`src/rtl/regfile_flags.sv`:
```
// Architectural state for the datapath: a register file with two combinational
// read ports and one synchronous write port, plus the latched ALU status flags.
module regfile_flags #(
    parameter int DATA_WIDTH = 32,
    parameter int NUM_REGS   = 32,
    parameter int ZERO_REG   = 31
) (
    input  logic                  clk,
    input  logic                  reset,
    input  logic [4:0]            ReadRegister1,
    input  logic [4:0]            ReadRegister2,
    output logic [DATA_WIDTH-1:0] ReadData1,
    output logic [DATA_WIDTH-1:0] ReadData2,
    input  logic [4:0]            WriteRegister,
    input  logic [DATA_WIDTH-1:0] WriteData,
    input  logic                  RegWrite,
    input  logic                  FlagWrite,
    input  logic                  negativeIn,
    input  logic                  zeroIn,
    input  logic                  overflowIn,
    input  logic                  CarryOutIn,
    output logic                  negativeFlag,
    output logic                  zeroFlag,
    output logic                  overflowFlag,
    output logic                  carryFlag
);

    logic [DATA_WIDTH-1:0] regs_q [NUM_REGS];
    logic [DATA_WIDTH-1:0] regs_d [NUM_REGS];
    logic [NUM_REGS-1:0]   write_sel;
    logic [3:0]            flags_q;
    logic [3:0]            flags_d;

    // One-hot write decoder; the hardwired-zero slot never gets a select line.
    always_comb begin
        write_sel = '0;
        for (int i = 0; i < NUM_REGS; i++) begin
            write_sel[i] = RegWrite && (WriteRegister == 5'(i)) && (i != ZERO_REG);
        end
    end

    always_comb begin
        for (int i = 0; i < NUM_REGS; i++) begin
            if (i == ZERO_REG) begin
                regs_d[i] = '0;
            end else if (write_sel[i]) begin
                regs_d[i] = WriteData;
            end else begin
                regs_d[i] = regs_q[i];
            end
        end
    end

    always_comb begin
        flags_d = flags_q;
        if (FlagWrite) begin
            flags_d = {negativeIn, zeroIn, overflowIn, CarryOutIn};
        end
    end

    always_ff @(posedge clk) begin
        if (reset) begin
            for (int i = 0; i < NUM_REGS; i++) begin
                regs_q[i] <= '0;
            end
            flags_q <= '0;
        end else begin
            for (int i = 0; i < NUM_REGS; i++) begin
                regs_q[i] <= regs_d[i];
            end
            flags_q <= flags_d;
        end
    end

    // Reads see the registered contents only, so a same-cycle write is not bypassed.
    always_comb begin
        ReadData1 = '0;
        ReadData2 = '0;
        if ((int'(ReadRegister1) != ZERO_REG) && (int'(ReadRegister1) < NUM_REGS)) begin
            ReadData1 = regs_q[ReadRegister1];
        end
        if ((int'(ReadRegister2) != ZERO_REG) && (int'(ReadRegister2) < NUM_REGS)) begin
            ReadData2 = regs_q[ReadRegister2];
        end
    end

    assign {negativeFlag, zeroFlag, overflowFlag, carryFlag} = flags_q;

endmodule
```
`config.mk`:
```
export PLATFORM = sky130hd
export DESIGN_NAME = regfile_flags
export DESIGN_NICKNAME = d
export VERILOG_FILES = /design/src/rtl/regfile_flags.sv
export SDC_FILE = /design/constraint.sdc
export NUM_CORES = 2
export LEC_CHECK = 0
export CAP_MARGIN = 20
export CORE_UTILIZATION = 40
export CTS_BUF_LIST = sky130_fd_sc_hd__clkbuf_8
export CTS_CLUSTER_DIAMETER = 150
export CTS_CLUSTER_SIZE = 30
export DETAILED_ROUTE_END_ITERATION = 10
export DONT_BUFFER_PORTS = 1
export SLEW_MARGIN = 0
export SYNTH_ARGS = -nofsm -noshare
export SYNTH_HDL_FRONTEND = slang
export SYNTH_SLANG_ARGS = --single-unit
```
`constraint.sdc`:
```
create_clock -name clk -period 3.8 [get_ports clk]
set_input_delay 0.38 -clock clk [delete_from_list [all_inputs] [get_ports clk]]
set_output_delay 0.38 -clock clk [all_outputs]
set_load 0.02 [all_outputs]
```
==> key figures <==
Placed design
  • HPWL Detailed: about 94000 um
  • RePlAce Congestion: 0.8157
  • Pre-CTS setup slack: 0.9392 ns
  • Input/output buffers: 0

Detailed routing
  • Drt total wl: ~160000 um
  • Initial DRC Count: 4064
  • DR pass1 iterations: 9
  • DR WL/cell: around 36 um
  • DRC: 0
  • Routed vias: between 30000 and 40000
  • Vias per cell: roughly 6.6
  • Post-route ant nets: 0

STA
  • Total negative slack: 0 ns
  • # setup viols final: 0
  • Final hold viol count: 0
  • Worst-Margin Slew: roughly 1.1 ns
  • Clock skew: 0 ns
  • Final Max Slew Viols: 0
  • Fin worst setup slack: between 0.5 and 0.6 ns
  • Post-route clock period utilization: 0.8613
  • Final critical-path required period: ~3.3 ns
  • Rel. slew slack: 0.2436
  • RSZ-0062 raised after global routing: no
  • F_max: ~0.3 GHz

Job
  • Max-cap viol count: 0

Pwr
  • Peak supply drop: around 0.23 mV
  • P per Cell Area: ~400 nW/um2
  • Leakage Power: 16.48 nW

Synthesis
  • Largest family of logic cells by synthesized area: multiplexers
  • Most instantiated cells after synthesis: edfxtp_1 (992), nor2_1 (655), mux4_2 (457)
  • Syn nets: 3135
  • Netlist cell types: 44
  • Compound-gate portion of the synthesized area: 0.04585
  • Mapped Cells: 3080
  • Yosys top cell area share: 0.6071
  • Xor/xnor cell area share of the yosys netlist: 0
  • Area contributors post-synth: edfxtp_1 (61%), mux4_2 (21%), nor2_1 (5.0%), mux2i_1 (2.3%), clkbuf_1 (1.3%)
  • Mux cell area share after synthesis: 0.2436
  • Seq/Total Area, Yosys: 0.6087
  • Synth Area in Adders: 0
  • Most frequent cell after synthesis: edfxtp_1
  • Post-synthesis cell area: 49070 um2
  • Asr flop ratio synth: 0
  • Flops & latches, synth: 996
  • Synth Area in Simple Gates: 0.07028
  • Avg Inst Size Synth: 15.93 um2
  • Dominant synthesized flop cell: edfxtp_1
  • YS warnings: 0
  • Yosys top cell by area: edfxtp_1
  • EDFF count, synth: 992

Final layout
  • P&R area growth vs syn: 5.457%
  • Register area: 29870 um2
  • Fillers: 10830
  • Multi-input logic area: 17900 um2
  • Post-layout nets: just under 3000
  • Layout cells sized above 1: 0.2440

Worst hold path
  • HP Class: input port to register
  • Worst Hold Depth: 3

Critical path
  • Setup crit end kind: output port
  • Crit-path max cell delay: approximately 0.63 ns
  • Critical path peak fanout: ~230
  • Crit path DAT: ~2.9 ns
  • Critical-path cell list: nor2b_4 > buf_12 > a22oi_1 > a211o_1 > a31oi_1 > buf_4
  • Worst path required time: 3.42 ns
  • CP Class: input port to output port
  • Crit start category: input port
  • Slowest cell on the critical path: a31oi_1
  • R2R cell count: 3

Global routing
  • Antenna violations before repair: 8
  • First-pass GRT wire length: 227100 um
  • Vias in the first global route: 30270
  • Largest net degree at the start of global routing: approximately 260
  • Tot GR Track Use: 0.2564
  • Grt ovf: 0

CTS
  • Clock sinks: 996
  • CTS tree: yes
  • Maximum buffer depth of the clock tree: 3
  • CTS root buf: clkbuf_8
  • Reg clk slew, reported paths: 0.21 ns
  • Clk_lat worst skew: 0.74 ns
  • CTS H-tree lvls: 2
  • TritonCTS buffer count: 39

Floorplanning
  • Die Span X: 352.2 um
  • Core area: 121700 um2
  • Initial core utilization: 0.4031
  • Core Rows: ~130
  • Die span in y: 352.2 um
  • Die area: 124100 um2
  • I/O pin cnt: 123

Run status
  • Status: finished, final reports clean
state kept, by name (all words and copies together) (netlist names):
register  count
flags_q       4
regs_q      992
report_power, final:
part	internal [W]	leakage (nW)	switching, W
registers	0.0129	9.55	0.000375
logic	0.00134	6.59	0.00162
clock network	0.00101	0.344	0.00327
total	0.0152	16.5	0.00526
worst paths after layout:
check | end | start | slack, ns
max | ReadData2[10] | ReadRegister2[0] | 0.53
min | regs_q[8][6] | WriteData[6] | 0.06
max reg2reg | flags_q[1] | flags_q[1] | 2.48
min reg2reg | flags_q[0] | flags_q[0] | 1.17
critical path, delay by kind of cell:
family                 cells  cell delay, ns
buffers and inverters      2            0.57
and+or+nand+nor            1            0.39
AOI/OAI and AO/OA          3            1.08
logic make-up after synthesis:
logic type	Yosys count
AO/OA/AOI/OAI	293
buffers and inverters	348
flip-flops	996
multiplexers	617
AND/OR/NAND/NOR	826
what timing repair did:
action | 4_1_cts | 5_1_grt
buffers inserted | 0 | 0
gates resized for setup | 0 | 0
hold buffers | 8 | 0
hold endpoints to repair | 6 | 0
per-layer routing:
metal	up-vias	global-route usage	share of wire
li1	11780	-	-
met2	1899	0.4180	0.48
met1	16000	0.3329	0.37
met4	8	0.09930	0.043
met3	343	0.05935	0.11
met5	-	0	0.00034
cell type report:
type / instances / area share
clock inverters: 8 / 0.001088
flip-flops and latches: 996 / 0.5772
clock buffers: 41 / 0.01091
diodes: 3 / 0.0001451
well taps: 1625 / 0.03929
repair buffers: 118 / 0.02288
inverters: 35 / 0.002539
multi-input cells: 1736 / 0.3459
layout by cell type, fill, tap and decap left out, types with 20 or more instances in the layout:
master,instances
edfxtp_1,992
nor2_1,653
mux4_2,457
mux2i_1,114
buf_4,89
a22oi_1,62
a211oi_1,52
nand2b_1,47
mux2_2,46
clkbuf_8,41
inv_1,39
and2_1,32
a211o_1,31
o221ai_1,31
a31oi_1,31
o22ai_1,23
nand2_2,20
a2bb2oi_1,20
or3_1,20
through the flow:
| step | power, W | util | instances | area, um2 | hold WS (ns) |
|---|---|---|---|---|---|
| after floorplan | 0.01555 | - | 3080 | 49070 | 0.5272 |
| after global placement | 0.01627 | 0.4188 | 4500 | 50980 | 0.4615 |
| after detailed placement | 0.01638 | 0.4188 | 4500 | 50980 | 0.4674 |
| after CTS | 0.02044 | 0.4246 | 4557 | 51680 | 0.01745 |
| after global routing | 0.02094 | 0.4251 | 4561 | 51740 | 0.06916 |
| final | 0.02047 | 0.4251 | 4562 | 51740 | 0.05853 |
Note: power is estimated with default switching activity, not from simulation.
